<file path="src/rtl/data_demux1_3_pkg.sv">
// Shared select encoding and slot state type for the demux and its 3:1 mux partner.
package data_demux_pkg;

  localparam logic [1:0] SEL_NONE = 2'b00;
  localparam logic [1:0] SEL_1    = 2'b01;
  localparam logic [1:0] SEL_2    = 2'b10;
  localparam logic [1:0] SEL_3    = 2'b11;

  typedef enum logic {
    SLOT_EMPTY = 1'b0,
    SLOT_FULL  = 1'b1
  } slot_state_t;

endpackage

</file>
<file path="src/rtl/data_demux1_3_if.sv">
// Producer/consumer bus of the 1:3 demux; master is the environment, slave is the demux.
interface data_demux1_3_if #(
  parameter int unsigned data_wl = 16,
  parameter int unsigned cnt_wl  = 8
);

  logic [data_wl-1:0] in_data;
  logic [1:0]         in_sel;
  logic               in_valid;
  logic               in_ready;
  logic [data_wl-1:0] out_1_data;
  logic [data_wl-1:0] out_2_data;
  logic [data_wl-1:0] out_3_data;
  logic               out_1_valid;
  logic               out_2_valid;
  logic               out_3_valid;
  logic               out_1_ready;
  logic               out_2_ready;
  logic               out_3_ready;
  logic [cnt_wl-1:0]  drop_cnt;

  modport master (
    output in_data, in_sel, in_valid, out_1_ready, out_2_ready, out_3_ready,
    input  in_ready, out_1_data, out_2_data, out_3_data,
           out_1_valid, out_2_valid, out_3_valid, drop_cnt
  );

  modport slave (
    input  in_data, in_sel, in_valid, out_1_ready, out_2_ready, out_3_ready,
    output in_ready, out_1_data, out_2_data, out_3_data,
           out_1_valid, out_2_valid, out_3_valid, drop_cnt
  );

endinterface

</file>
<file path="src/rtl/data_demux1_3_slot.sv">
// Single-entry output register slice; a drain and a load in the same cycle keep it full.
module demux_slot
  import data_demux_pkg::*;
#(
  parameter int unsigned data_wl = 16
) (
  input  logic               clk,
  input  logic               rst_n,
  input  logic               i_load,
  input  logic [data_wl-1:0] i_data,
  input  logic               i_out_ready,
  output logic               o_out_valid,
  output logic [data_wl-1:0] o_out_data,
  output logic               o_free
);

  slot_state_t        r_state;
  slot_state_t        w_next;
  logic [data_wl-1:0] r_data;

  // state register
  always_ff @(posedge clk or negedge rst_n) begin
    if (!rst_n) r_state <= SLOT_EMPTY;
    else        r_state <= w_next;
  end

  // next state: fill on load, empty only on a drain without load
  always_comb begin
    w_next = r_state;
    case (r_state)
      SLOT_EMPTY: if (i_load) w_next = SLOT_FULL;
      SLOT_FULL:  if (i_out_ready && !i_load) w_next = SLOT_EMPTY;
      default:    w_next = SLOT_EMPTY;
    endcase
  end

  // data register holds its last value until the next load
  always_ff @(posedge clk or negedge rst_n) begin
    if (!rst_n)      r_data <= '0;
    else if (i_load) r_data <= i_data;
  end

  assign o_out_valid = (r_state == SLOT_FULL);
  assign o_out_data  = r_data;
  assign o_free      = (r_state == SLOT_EMPTY) || i_out_ready;

endmodule

</file>
<file path="src/rtl/data_demux1_3.sv">
// Registered 1:3 demux: select decode, in_ready mux, three output slots, saturating discard count.
module data_demux1_3
  import data_demux_pkg::*;
#(
  parameter int unsigned data_wl = 16,
  parameter int unsigned cnt_wl  = 8
) (
  input  logic            clk,
  input  logic            rst_n,
  data_demux1_3_if.slave  bus
);

  logic [2:0]        w_free;
  logic [2:0]        w_load;
  logic              w_in_ready;
  logic              w_accept;
  logic              w_drop;
  logic [cnt_wl-1:0] r_drop_cnt;

  // in_ready depends only on the select and the addressed slot, never on in_valid
  always_comb begin
    w_in_ready = 1'b1;
    case (bus.in_sel)
      SEL_1:   w_in_ready = w_free[0];
      SEL_2:   w_in_ready = w_free[1];
      SEL_3:   w_in_ready = w_free[2];
      default: w_in_ready = 1'b1;
    endcase
  end

  assign w_accept = bus.in_valid && w_in_ready;
  assign w_load   = {w_accept && (bus.in_sel == SEL_3),
                     w_accept && (bus.in_sel == SEL_2),
                     w_accept && (bus.in_sel == SEL_1)};
  assign w_drop   = w_accept && (bus.in_sel == SEL_NONE);

  // discard counter sticks at all-ones
  always_ff @(posedge clk or negedge rst_n) begin
    if (!rst_n)                          r_drop_cnt <= '0;
    else if (w_drop && (r_drop_cnt != '1)) r_drop_cnt <= r_drop_cnt + cnt_wl'(1);
  end

  demux_slot #(.data_wl(data_wl)) u_slot_1 (
    .clk(clk), .rst_n(rst_n), .i_load(w_load[0]), .i_data(bus.in_data),
    .i_out_ready(bus.out_1_ready), .o_out_valid(bus.out_1_valid),
    .o_out_data(bus.out_1_data), .o_free(w_free[0])
  );

  demux_slot #(.data_wl(data_wl)) u_slot_2 (
    .clk(clk), .rst_n(rst_n), .i_load(w_load[1]), .i_data(bus.in_data),
    .i_out_ready(bus.out_2_ready), .o_out_valid(bus.out_2_valid),
    .o_out_data(bus.out_2_data), .o_free(w_free[1])
  );

  demux_slot #(.data_wl(data_wl)) u_slot_3 (
    .clk(clk), .rst_n(rst_n), .i_load(w_load[2]), .i_data(bus.in_data),
    .i_out_ready(bus.out_3_ready), .o_out_valid(bus.out_3_valid),
    .o_out_data(bus.out_3_data), .o_free(w_free[2])
  );

  assign bus.in_ready = w_in_ready;
  assign bus.drop_cnt = r_drop_cnt;

endmodule
</file>
<file path="src/flat_wrapper.sv">
// flat-port wrapper written by rule: the top's interface ports become plain ports
module data_demux1_3_flat import data_demux_pkg::*;
#(
  parameter int unsigned data_wl = 16,
  parameter int unsigned cnt_wl  = 8
)
  (clk, rst_n, bus_in_data, bus_in_sel, bus_in_valid, bus_out_1_ready, bus_out_2_ready, bus_out_3_ready, bus_in_ready, bus_out_1_data, bus_out_2_data, bus_out_3_data, bus_out_1_valid, bus_out_2_valid, bus_out_3_valid, bus_drop_cnt);
  data_demux1_3_if #(.data_wl(data_wl), .cnt_wl(cnt_wl)) bus_i ();
  input  logic clk;
  input  logic rst_n;
  input wire logic [$bits(bus_i.in_data)-1:0] bus_in_data;
  input wire logic [$bits(bus_i.in_sel)-1:0] bus_in_sel;
  input wire logic [$bits(bus_i.in_valid)-1:0] bus_in_valid;
  input wire logic [$bits(bus_i.out_1_ready)-1:0] bus_out_1_ready;
  input wire logic [$bits(bus_i.out_2_ready)-1:0] bus_out_2_ready;
  input wire logic [$bits(bus_i.out_3_ready)-1:0] bus_out_3_ready;
  output wire logic [$bits(bus_i.in_ready)-1:0] bus_in_ready;
  output wire logic [$bits(bus_i.out_1_data)-1:0] bus_out_1_data;
  output wire logic [$bits(bus_i.out_2_data)-1:0] bus_out_2_data;
  output wire logic [$bits(bus_i.out_3_data)-1:0] bus_out_3_data;
  output wire logic [$bits(bus_i.out_1_valid)-1:0] bus_out_1_valid;
  output wire logic [$bits(bus_i.out_2_valid)-1:0] bus_out_2_valid;
  output wire logic [$bits(bus_i.out_3_valid)-1:0] bus_out_3_valid;
  output wire logic [$bits(bus_i.drop_cnt)-1:0] bus_drop_cnt;
  assign bus_i.in_data = bus_in_data;
  assign bus_i.in_sel = bus_in_sel;
  assign bus_i.in_valid = bus_in_valid;
  assign bus_i.out_1_ready = bus_out_1_ready;
  assign bus_i.out_2_ready = bus_out_2_ready;
  assign bus_i.out_3_ready = bus_out_3_ready;
  assign bus_in_ready = bus_i.in_ready;
  assign bus_out_1_data = bus_i.out_1_data;
  assign bus_out_2_data = bus_i.out_2_data;
  assign bus_out_3_data = bus_i.out_3_data;
  assign bus_out_1_valid = bus_i.out_1_valid;
  assign bus_out_2_valid = bus_i.out_2_valid;
  assign bus_out_3_valid = bus_i.out_3_valid;
  assign bus_drop_cnt = bus_i.drop_cnt;
  data_demux1_3 #(.data_wl(data_wl), .cnt_wl(cnt_wl)) u_core (.clk(clk), .rst_n(rst_n), .bus(bus_i));
endmodule
</file>
<file path="config.mk">
export PLATFORM = sky130hd
export DESIGN_NAME = data_demux1_3_flat
export DESIGN_NICKNAME = d
export VERILOG_FILES = /design/src/rtl/data_demux1_3_pkg.sv /design/src/rtl/data_demux1_3_if.sv /design/src/rtl/data_demux1_3_slot.sv /design/src/rtl/data_demux1_3.sv /design/src/flat_wrapper.sv
export SDC_FILE = /design/constraint.sdc
export NUM_CORES = 1
export LEC_CHECK = 0
export CORE_MARGIN = 4
export CORE_UTILIZATION = 45
export DETAILED_ROUTE_END_ITERATION = 8
export MAX_ROUTING_LAYER = met4
export PLACE_DENSITY = 0.9
export SYNTH_ARGS = -nofsm -noshare
export SYNTH_HDL_FRONTEND = slang
export SYNTH_SLANG_ARGS = --single-unit
</file>
<file path="constraint.sdc">
create_clock -name clk -period 2.73 [get_ports clk]
set_input_delay 0.819 -clock clk [delete_from_list [all_inputs] [get_ports clk]]
set_output_delay 0.819 -clock clk [all_outputs]
set_load 0.1 [all_outputs]
</file>
==> After elaboration in Yosys (flattened, before gate mapping) <==
Cells that the tools add are included.
{ "totals": {"register_bits": 59, "output_inout_bits": 60} }
{ "op_classes": {"n_addsub": 1, "eq_ne": 4, "n_mux": 10, "bitwise_logic": 3, "reduce_logical": 16} }
{ "op_table": {"columns": ["op", "n"], "rows": [
  ["$logic_and A1 B1 Y1", 9],
  ["$add A8 B1 Y8 const B", 1],
  ["$ne A8 B8 Y1 const B", 1],
  ["$mux W1", 6],
  ["$pmux W1 S2", 3],
  ["$eq A2 B2 Y1 const B", 2],
  ["$logic_not A1 Y1", 3],
  ["$logic_or A1 B1 Y1", 3],
  ["$not A1 Y1", 3],
  ["$pmux W1 S3", 1],
  ["$eq A2 B1 Y1 const B", 1],
  ["$logic_not A2 Y1", 1]
]} }

==> Longest topological paths before layout <==
{ "logic_depth": {"word_depth": 9, "mapped_depth": 6} }

==> Cells and area by module <==
From an unflattened synthesis, not the netlist that was laid out.
{ "unflattened": {"hier_cells": 153, "hier_area_um2": 2527.4} }
{ "modules_own_cells": {"columns": ["mod", "instances", "cells_each", "area_each_um2"], "rows": [
  ["demux_slot", 3, 37, 683.2],
  ["data_demux1_3", 1, 42, 478.0]
]} }

==> Worst setup path after synthesis <==
Ideal clock, no wire load.
{ "synth_timing": {"path_type": "reg-to-output", "from": "register u_core.u_slot_1.r_state, in the netlist u_core.u_slot_1.o_out_valid", "to": "output port bus_in_ready", "t_arrival_ns": 2.610, "required_time_ns": 1.911, "setup_slack_ns": -0.699, "stages_incl_launch_ff": 5, "n_path_buf": 0, "path_cell_list": "dfrtp_1 -> nor2b_1 -> nand2_1 -> nor2_1 -> a21oi_1"} }
{ "synth_via": {"elab_chain_len": 3} }
{ "synth_rtl": {"columns": ["element", "line_no", "text"], "rows": [
  ["start: declaration", "data_demux1_3_slot.sv:17", "slot_state_t r_state;"],
  ["start signal: assignment", "data_demux1_3_slot.sv:24", "else r_state <= w_next;"],
  ["$not A1 Y1", "data_demux1_3_slot.sv:45", "assign o_free = (r_state == SLOT_EMPTY) || i_out_ready;"],
  ["$logic_or A1 B1 Y1", "data_demux1_3_slot.sv:45", null],
  ["$pmux W1 S3", "data_demux1_3.sv:23", "case (bus.in_sel)"],
  ["end: declaration", "flat_wrapper.sv:17", "output wire logic [$bits(bus_i.in_ready)-1:0] bus_in_ready;"]
]} }
No other way between the ends.

==> Worst setup path after layout <==
{ "layout_timing": {"from": "input port bus_out_1_ready", "to": "output port bus_in_ready"} }
{ "layout_via": {"elab_chain_len": 2} }
{ "layout_rtl": {"columns": ["element", "line_no", "text"], "rows": [
  ["start: declaration", "flat_wrapper.sv:14", "input wire logic [$bits(bus_i.out_1_ready)-1:0] bus_out_1_ready;"],
  ["$logic_or A1 B1 Y1", "data_demux1_3_slot.sv:45", null],
  ["$pmux W1 S3", "data_demux1_3.sv:23", null]
]} }
No other way between the ends.

==> metrics.yaml <==
cts_tree: "built"
r2r.worst_path.cells: 4
yosysWarnings: 0
start_util_pct: 46.4
hold-path-cell-count: 1
die_h_um: 80.3
fin_skew_ns: 0.00486
synthesis.nets: 181
clk_pin_slew_ns: 0.06
fin_crit_sh_pct: 97.7
io_buffer_count: 83
num_rows: 26
holdWs_ns: 0.485
cts_max_path_buffers: 2
cp-endpoint: "bus_in_ready"
peakVddDrop_mv: 0.844
slew_headroom_pct: 56.5
r2r_start: "u_core.bus.drop_cnt[0]"
clock.fmax_ghz: 0.375
netlist_instances: 156
ant_nets: 0
grt_overflow_total: 0
clock-sinks: 59
power_mw: 3.91
r2r_slack_ns: 1.13
maxCapViolCount: 0
synth_area_um2: 2350
drtIter0Drc: 27
finalSetupViolations: 0
drc: 0
synth-edff-count: 0
leakage_nw: 1.58
slew_violations: 0
clkLatencyLatePin_ns: 0.33
layout-drive-gt1-share_pct: 46.7
synthFlopType: "dfrtp_1"
fin_crit_ns: 2.67
grt_pass1_vias: 1663
ys_async_sr_fraction_pct: 100
diodes: 0
hpwl_um: 3710
grt.total_usage_pct: 17.8
syn_area_per_cell_um2: 15.1
areaGrowthSynthToFinish_pct: 44.5
drt_first_pass_iters: 4
hold_buffers: 0
worstPathMaxFanout: 2
core-area_um2: 5070
htree_levels: 3
grt_start_max_net_pins: 32
min_path_type: "reg -> reg"
cts_setup_buffers: 0
crit_arrival_ns: 1.85
grt_pass1_wl_um: 8190
nNetsFinal: 282
die-area_um2: 6450
die_w_um: 80.3
cp.required_ns: 1.91
hold_viol: 0
gp_congestion: 0.721
viasPerCell: 4.76
avgRoutedWirePerCell_um: 15.2
vias: 1577
drt-total-wl_um: 5020
crit_start: "bus_out_1_ready"
worstSetupPathType: "in -> out"
antenna_found_initial: 0
reg2reg_to: "u_core.bus.drop_cnt[1]"
p_per_area_nw_per_um2: 1150
root_buffer: "clkbuf_8"
end_kind: "primary output"
ys_seq_elements: 59
synth.distinct_cells: 24
status: "finished clean"
yosysSeqAreaShare_pct: 62.7
cts_made_buffers: 9
pin_count: 84
tightest_slew_ns: 0.652
crit_path_start_kind: "primary input"
[power breakdown]
part	leakage [nW]	internal, mW	switching (mW)
clock	0.0953	0.396	0.309
combinational	0.777	0.414	1.60
sequential	0.713	1.06	0.132
[cell usage after synthesis (2+ instances only)]
master	number	area [um2]
mux2_1	27	304
buf_2	2	10.0
dfrtp_1	59	1480
xor2_1	3	26.3
nor2_1	4	15.0
inv_1	3	11.3
nand2b_1	3	18.8
buf_6	3	33.8
nand3_1	4	20.0
nor3_1	2	10.0
nand2_1	8	30.0
nand4_1	2	12.5
mux2_2	25	282
[stage by stage]
stage	setup TNS, ns	setup WS, ns	utilization [%]	instances	cell area, um2
after floorplan	0	0.205	-	156	2370
after detailed placement	-0.0239	-0.0239	63.1	316	3200
after global routing	-0.0250	-0.0250	67.0	331	3400
after global placement	-0.00860	-0.00860	63.1	316	3200
after CTS	0	0.00192	66.6	331	3380
final	0	0.0621	67.0	331	3400
[worst min path at each step]
stage                     slack (ns)                            end                          start
after floorplan                 0.52         u_core.bus.drop_cnt[0]                          rst_n
after detailed placement        0.48  u_core.u_slot_2.o_out_data[8]  u_core.u_slot_2.o_out_data[8]
after global placement          0.47  u_core.u_slot_2.o_out_data[7]  u_core.u_slot_2.o_out_data[7]
after CTS                       0.49  u_core.u_slot_2.o_out_data[8]  u_core.u_slot_2.o_out_data[8]
final                           0.49  u_core.u_slot_2.o_out_data[7]  u_core.u_slot_2.o_out_data[7]
after global routing            0.50  u_core.u_slot_2.o_out_data[8]  u_core.u_slot_2.o_out_data[8]
[final cells by class]
cell class	instances	area (um2)
fill	400	1670
sequential	59	1480
multi-input combinational	89	858
timing repair buffer	95	790
clock buffer	13	169
tap	70	87.6
inverter	3	11.3
clock inverter	2	10.0
[cells in the final DEF (no fill, tap or decap), types with 2 or more instances in the layout]
cell type,instances
dfrtp_1,59
nor2_1,3
buf_12,2
clkinv_2,2
nand4_1,2
clkbuf_8,12
nand2_1,8
buf_4,70
nor3_1,2
clkdlybuf4s50_1,21
inv_1,3
mux2_2,25
xor2_1,3
mux2_1,27
nand2b_4,2
nand3_1,4
[cells by family after synthesis]
| group | synth area share, % |
|---|---|
| compound gates | 0.584 |
| xor+xnor | 1.49 |
| fa+ha+maj | 0.531 |
| buf+inv | 2.34 |
| flops | 62.7 |
| mux | 25.3 |
| simple gates | 7.07 |
[layer usage]
| metal | vias up | global-route usage, % | wire, um |
|---|---|---|---|
| li1 | 748 | - | - |
| met1 | 773 | 21.8 | 2080 |
| met2 | 50 | 26.9 | 2530 |
| met3 | 6 | 6.73 | 322 |
| met4 | 0 | 6.59 | 82 |
| met5 | - | - | 0 |
[sequential cells by signal, indices dropped and copies added (netlist names)]
name                         flops
u_core.u_slot_1.o_out_valid      1
u_core.u_slot_3.o_out_data      16
u_core.u_slot_1.o_out_data      16
u_core.u_slot_2.o_out_valid      1
u_core.u_slot_3.o_out_valid      1
u_core.bus.drop_cnt              8
u_core.u_slot_2.o_out_data      16
[critical path, stage by stage]
cell,delay (ns)
clkdlybuf4s50_1,0.42
nor2b_2,0.17
nand2_1,0.08
nor2_2,0.13
a21oi_4,0.05
buf_12,0.17
[repair_timing]
item	4_1_cts	5_1_grt
resized for setup	2	4
setup endpoints to repair	1	1
cloned	0	0
(Power assumes the default switching activity.)
